===== config.mk =====
export PLATFORM = sky130hd
export DESIGN_NAME = uart_rx
export DESIGN_NICKNAME = d
export VERILOG_FILES = /design/src/rtl/uart_rx.sv
export SDC_FILE = /design/constraint.sdc
export NUM_CORES = 1
export LEC_CHECK = 0
export ABC_AREA = 1
export BUFFER_PORTS_ARGS = -buffer_cell sky130_fd_sc_hd__buf_2
export CORE_MARGIN = 5
export CORE_UTILIZATION = 59
export DETAILED_ROUTE_END_ITERATION = 8
export GPL_TIMING_DRIVEN = 0
export PLACE_DENSITY = 0.75
export SYNTH_ARGS = -nofsm -noshare
export SYNTH_HDL_FRONTEND = slang
export SYNTH_SLANG_ARGS = --single-unit

===== constraint.sdc =====
create_clock -name clk -period 2 [get_ports clk]
set_clock_uncertainty 0.15 [all_clocks]
set_input_delay 0.2 -clock clk [delete_from_list [all_inputs] [get_ports clk]]
set_output_delay 0.2 -clock clk [all_outputs]
set_load 0.005 [all_outputs]

===== src/rtl/uart_rx.sv =====
// 8N1 serial receiver: two-flop input synchroniser, mid-bit sampling FSM,
// one-cycle ready/frameError pulses and a registered busy flag.
module uart_rx #(
   parameter int CLKS_PER_BIT = 434
) (
   input  logic       clk,
   input  logic       reset,
   input  logic       rx,
   output logic [7:0] dataOut,
   output logic       ready,
   output logic       frameError,
   output logic       busy
);

   localparam int          HALF      = CLKS_PER_BIT / 2;
   localparam logic [15:0] HALF_LAST = 16'(HALF - 1);
   localparam logic [15:0] BIT_LAST  = 16'(CLKS_PER_BIT - 1);

   typedef enum logic [1:0] {
      IDLE,
      START,
      DATA,
      STOP
   } state_e;

   state_e      state_q, state_d;
   logic [15:0] cnt_q, cnt_d;
   logic [2:0]  idx_q, idx_d;
   logic [7:0]  shift_q, shift_d;
   logic [7:0]  data_q, data_d;
   logic        ready_q, ready_d;
   logic        ferr_q, ferr_d;
   logic        busy_q, busy_d;
   logic [1:0]  sync_q;
   logic        rx_sync;

   assign rx_sync = sync_q[1];

   // NOTE: state uses non-blocking assignments under an async reset so every
   // flop, including the shift register and synchroniser, has a defined value.
   always_ff @(posedge clk or posedge reset) begin
      if (reset) begin
         sync_q  <= 2'b11;
         state_q <= IDLE;
         cnt_q   <= '0;
         idx_q   <= '0;
         shift_q <= '0;
         data_q  <= '0;
         ready_q <= 1'b0;
         ferr_q  <= 1'b0;
         busy_q  <= 1'b0;
      end else begin
         sync_q  <= {sync_q[0], rx};
         state_q <= state_d;
         cnt_q   <= cnt_d;
         idx_q   <= idx_d;
         shift_q <= shift_d;
         data_q  <= data_d;
         ready_q <= ready_d;
         ferr_q  <= ferr_d;
         busy_q  <= busy_d;
      end
   end

   // NOTE: every comb output is defaulted first so no path infers a latch.
   always_comb begin
      state_d = state_q;
      cnt_d   = cnt_q;
      idx_d   = idx_q;
      shift_d = shift_q;
      data_d  = data_q;
      ready_d = 1'b0;
      ferr_d  = 1'b0;
      busy_d  = (state_q != IDLE);

      case (state_q)
         IDLE: begin
            cnt_d = '0;
            if (!rx_sync) state_d = START;
         end
         START: begin
            if (cnt_q == HALF_LAST) begin
               cnt_d = '0;
               if (!rx_sync) begin
                  state_d = DATA;
                  idx_d   = '0;
               end else begin
                  state_d = IDLE;
               end
            end else begin
               cnt_d = cnt_q + 16'd1;
            end
         end
         DATA: begin
            if (cnt_q == BIT_LAST) begin
               cnt_d          = '0;
               shift_d[idx_q] = rx_sync;
               if (idx_q == 3'd7) state_d = STOP;
               else               idx_d   = idx_q + 3'd1;
            end else begin
               cnt_d = cnt_q + 16'd1;
            end
         end
         STOP: begin
            // Leave at mid-stop-bit so an immediately following start bit is seen.
            if (cnt_q == BIT_LAST) begin
               cnt_d   = '0;
               state_d = IDLE;
               if (rx_sync) begin
                  data_d  = shift_q;
                  ready_d = 1'b1;
               end else begin
                  ferr_d = 1'b1;
               end
            end else begin
               cnt_d = cnt_q + 16'd1;
            end
         end
         default: state_d = IDLE;
      endcase
   end

   assign dataOut    = data_q;
   assign ready      = ready_q;
   assign frameError = ferr_q;
   assign busy       = busy_q;

endmodule

# Yosys cells after proc, flatten, opt, wreduce, memory -nomap -nowiden
# Index checks and enable logic that the tools add are counted.
dict set report word_totals {
  register_bits 42
  in_bits 3
  output_inout_bits 11
  wordCells 59
}
dict set report op_classes {
  addsub 2
  order_cmp 2
  eq_ne 13
  muxes 24
  n_reduce_logical 9
}
# cell count
set ops {}
lappend ops {{one-hot mux 16 bit (3 select lines)} 1}
lappend ops {{two-way mux 16 bit} 2}
lappend ops {{adder 16 x 1 -> 16 bit (second input constant)} 1}
lappend ops {{equality test 16 x 8 -> 1 bit (second input constant)} 1}
lappend ops {{equality test 16 x 9 -> 1 bit (second input constant)} 1}
lappend ops {{!= test 2 bit (second input constant)} 7}
lappend ops {{two-way mux 2 bit} 6}
lappend ops {{two-way mux 3 bit} 4}
lappend ops {{AND reduction 5 bit} 2}
lappend ops {{bitwise mux 8 bit} 1}
lappend ops {{one-hot mux 2 bit (4 select lines)} 1}
lappend ops {{two-way mux 1 bit} 7}
lappend ops {{one-hot mux 3 bit (2 select lines)} 1}
lappend ops {{equality test 2 bit (second input constant)} 2}
lappend ops {{< comparator 3 x 4 -> 1 bit (second input constant)} 1}
lappend ops {{nonzero test 2 bit} 2}
lappend ops {{adder 3 x 1 -> 3 bit (second input constant)} 1}
lappend ops {{demux 1 bit (select 3 bit)} 1}
lappend ops {{equality test 3 bit (second input constant)} 1}
lappend ops {{greater-or-equal comparator 3 x 1 -> 1 bit (second input constant)} 1}
lappend ops {{AND reduction 3 bit} 1}
lappend ops {{equality test 2 x 1 -> 1 bit (second input constant)} 1}
lappend ops {{zero test 2 bit} 1}
lappend ops {{AND reduction 2 bit} 1}
lappend ops {{other kinds (2)} 2}

# Longest topological paths before layout
dict set report depth {
  depth_word 5
  ltp_mapped 10
  ltp_nobuf 10
}

# Least setup slack after synthesis
# No wires, ideal clock.
dict set report synth_timing {
  path_kind {flip-flop to flip-flop}
  from {reg cnt_q[0]}
  to {reg cnt_q[12]}
  setup_ns 0.121
  arrival_ns 1.241
  required_time_ns 1.729
  path_slack_ns 0.488
  stages_incl_launch_ff 9
  n_path_buf 0
  period_less_slack_ns 1.512
  cell_sequence {dfrtp_1 -> ha_1 -> nand2_1 -> nor2_2 -> nand2_2 -> nor2_4 -> nand3_4 -> o21ai_0 -> nor2_1}
}
dict set report synth_via {
  elab_chain_cells 3
  elab_cells_between_ends 6
  classes_between {add/sub: 1; eq/ne: 2; mux: 3}
}
# element line
set synth_lines {}
lappend synth_lines {{start, declared} 27} ;# logic [15:0] cnt_q, cnt_d;
lappend synth_lines {{start signal, assigned} 55} ;# cnt_q <= cnt_d;
lappend synth_lines {{adder 16 x 1 -> 16 bit, or another cell as far along} {91, 101, 116}}
lappend synth_lines {{two-way mux 16 bit, on equally long branches} {95, 106, 82}}
lappend synth_lines {{one-hot mux 16 bit (3 select lines) (*)} 76} ;# case (state_q)
lappend synth_lines {{named net cnt_d[12]} 27}
# Mark *: on every way through the listed nets, which the timed path passes. The rest lies on a longest branch.
# A chain may end at the register's enable or synchronous reset.

# Final worst setup path
dict set report layout_timing {
  from {reg cnt_q[1]}
  to {reg data_q[3] (netlist: dataOut[3])}
}
dict set report layout_via {
  elab_chain_cells 2
}
# element line
set layout_lines {}
lappend layout_lines {{equality test 16 x 9 -> 1 bit} 106} ;# if (cnt_q == BIT_LAST) begin
lappend layout_lines {{AND reduction 3 bit (no source line)} n/a}
lappend layout_lines {{end signal, assigned} 58} ;# data_q <= data_d;
lappend layout_lines {{end, declared} 30} ;# logic [7:0] data_q, data_d;
# No other way between the ends.

==> impl_metrics.csv <==
group,metric,value,unit
run_status,run_status,"finished clean",
yosys,synth-simple-area-share,34.07,%
power_and_ir_drop,pwr-share-clk,38.1,%
flow_run,drv_cap,0,
setup_path,r2r_start,"cnt_q[1]",
timing,timing.final.crit_share,87.18,%
global_routing,antenna_found_initial,0,
yosys,ys_ff_latch,42,
yosys,synth_top_family_by_area,"simple AND/OR/NAND/NOR gates",
clock_network,htree_levels,2,
timing,tightest_slew,858.3,ps
layout,nNetsFinal,294,
yosys,ys_top_cells_by_area,"dfrtp_1 48%, nand2_1 15%, nor2_1 6.6%, inv_1 4.8%, ha_1 3.0%",
detailed_routing,via_count,1671,
yosys,synthCells,264,
setup_path,cp-startpoint,"cnt_q[1]",
yosys,muxShareOfSynthArea,0,%
yosys,netlist_area,0.002097,mm^2
power_and_ir_drop,total_power,1.421,mW
global_routing,grt_overflow_total,0,
yosys,yosys_warnings,0,
setup_path,reg2reg_to,"dataOut[3]",
setup_path,endpoint,"dataOut[3]",
setup_path,arrival,1840,ps
setup_path,end_kind,"register",
setup_path,crit_buf_inv,1,
yosys,synth_compound_area_share,5.549,%
layout,area_growth,10.68,%
global_routing,grt_pass1_wl,6989,um
layout,diodes,0,
worst_hold_path,hp-class,"register to register",
clock_network,post_cts_resized,0,
place,port-buffer-count,13,
yosys,yosysMostFrequentCell,"nand2_1",
clock_network,cts_tree,"done",
yosys,ys_seq_area_share,50.24,%
yosys,yosys.area.top_type,"dfrtp_1",
layout,fin_util,68.48,%
timing,fmax,573.5,MHz
timing,setup_tns,0,ps
yosys,async_reset_ff_share,100.0,%
setup_path,slowest_stage,"dfrtp_1",
die,num_rows,21,
detailed_routing,drc,0,
yosys,synthAdderAreaFrac,2.983,%
yosys,syn_nets,272,
detailed_routing,routed_wl,3846,um
detailed_routing,wl_per_cell,11.55,um
layout,drive_gt1_share,15.68,%
clock_network,root_buffer,"clkbuf_4",
power_and_ir_drop,seqPwrFrac,60.1,%
power_and_ir_drop,p_per_area,612.2,mW/mm^2
setup_path,max_stage_delay,430,ps
timing,slew_headroom,42.70,%
setup_path,crit_required,2100,ps
setup_path,reg2reg_setup_slack,260,ps
clock_network,cts_buffer_depth,2,
place,gp_congestion,0.8808,
clock_network,cts.sinks,42,
detailed_routing,drt_pre_antenna_iters,4,
timing,finalMaxSlewViolations,0,
setup_path,crit_cells,7,
yosys,synth-edff-count,0,
yosys,yosys-top-cells-count,"83 x nand2_1, 40 x dfrtp_1, 37 x nor2_1",
clock_network,cts.reportedPaths.clkPinSlew,120,ps
timing,period_minus_slack,1744,ps
yosys,synthDistinctLibCells,25,
setup_path,rr_worst_depth,7,
global_routing,grt_max_degree,43,
die,coreArea,0.003390,mm^2
die,die_area,0.004846,mm^2
detailed_routing,viasPerCell,5.018,
setup_path,path_class,"register to register",
clock_network,cts_made_buffers,5,
die,die_w,69.62,um
timing,rsz0062_at_grt,"false",
detailed_routing,ant_nets,0,
setup_path,path_max_fanout,8,
die,start_util,61.87,%
place,dp_hpwl,2788,um
power_and_ir_drop,power_switching,0.2979,mW
power_and_ir_drop,ir_drop,404.6,uV
setup_path,critPathMostFrequentCell,"nand2_1",
setup_path,startpoint_type,"register",
clock_network,clock_latency,350,ps
setup_path,critPathTopFamily,"simple AND/OR/NAND/NOR gates",
global_routing,grt_pass1_vias,1587,
timing,setup_viol,0,
power_and_ir_drop,combPwrFrac,1.8,%
die,die_y,69.62,um
worst_hold_path,hold_depth,0,
yosys,yosys_most_used_dff,"dfrtp_1",
yosys,yosysTopAreaCellShare,47.73,%
yosys,synth_xor_area_share,1.253,%
setup_path,crit_chain,"inv_1 > ha_1 > nand3_1 > nor3_2 > nand4_1 > nand2_1 > nand2_1",
power_and_ir_drop,swShare,20.97,%
clock_network,cts-hold-fix-buffers,2,
yosys,avgSynthCellArea,7.943,um^2
layout,n_fill_cell,297,
clock_network,cts_setup_buffers,0,
global_routing,track_usage,17.79,%
power_and_ir_drop,p_int,1.123,mW
detailed_routing,drtIter0Drc,112,
timing,whs,213.9,ps
power_and_ir_drop,p_leak,1.153,nW
die,ios,14,
timing,finalHoldViolations,0,
## flip-flops by register name, indices dropped and copies added (netlist names), 2 cells and up, named ones only
signal,flops
dataOut,8
cnt_q,16
idx_q,3
sync_q,2
shift_q,8
## metal layers
| layer | GRT usage, % | share of wire (%) |
|---|---|---|
| met1 | 24.75 | 51 |
| met2 | 26.69 | 44 |
| met3 | 3.913 | 3.9 |
| met4 | 7.660 | 1.8 |
| met5 | 0 | 0 |
## metrics by stage
stage,worst slack (ps),instance area [um^2],cells
after global placement,150.0,2220,323
after CTS,238.5,2321,333
final,256.4,2321,333
after floorplan,488.1,2097,264
after global routing,58.30,2321,333
after detailed placement,256.8,2220,323
## layout make-up
type	count	area, um^2	area share, %
clock buffers	5	37.54	1.617
clock inverters	3	43.79	1.887
inverters	33	123.9	5.337
multi-input cells	189	919.6	39.62
flip-flops and latches	42	1054	45.39
well taps	46	57.56	2.480
repair buffers	15	85.08	3.666
## worst reg2reg max path: stages, from the launching register on
cell     delay, ps
dfrtp_1        430
inv_1          100
ha_1           170
nand3_1         90
nor3_2         140
nand4_1        350
nand2_1        150
nand2_1         70
## cells by family (layout without fill, tap and decap cells)
| family | after synthesis | in the layout |
|---|---|---|
| adders and majority gates | 5 | 5 |
| buffers and inverters | 33 | 56 |
| and+or+nand+nor | 159 | 159 |
| AOI/OAI and AO/OA | 22 | 22 |
| xor gates and xnor gates | 3 | 3 |
| DFF | 42 | 42 |
## layout by cell type (no fill, tap or decap), drive strengths merged, types with 4 or more instances in the layout
cell type  Yosys  layout
nand4          4       4
a21oi          5       5
nand3         11      11
nor2          45      45
nor3          11      11
nand2         87      87
inv           32      33
o21ai         16      16
buf            0      13
dfrtp         40      40
ha             5       5
clkbuf         0       5
## power by group through the flow
stage | Sequential, mW | Combinational [mW] | Clock [mW]
after floorplan | 0.870 | 0.0160 | 0
after global placement | 0.871 | 0.0233 | 0
after detailed placement | 0.871 | 0.0240 | 0
after CTS | 0.855 | 0.0270 | 0.557
after global routing | 0.855 | 0.0307 | 0.600
final | 0.854 | 0.0254 | 0.541
## worst min-delay path by stage
stage	startpoint	to	slack, ps
floorplan	rx	sync_q[0]	50
global placement	rx	sync_q[0]	160
detailed placement	rx	sync_q[0]	160
CTS	sync_q[0]	sync_q[1]	210
global route	sync_q[0]	sync_q[1]	230
finish	sync_q[0]	sync_q[1]	210
(Power assumes the default switching activity.)
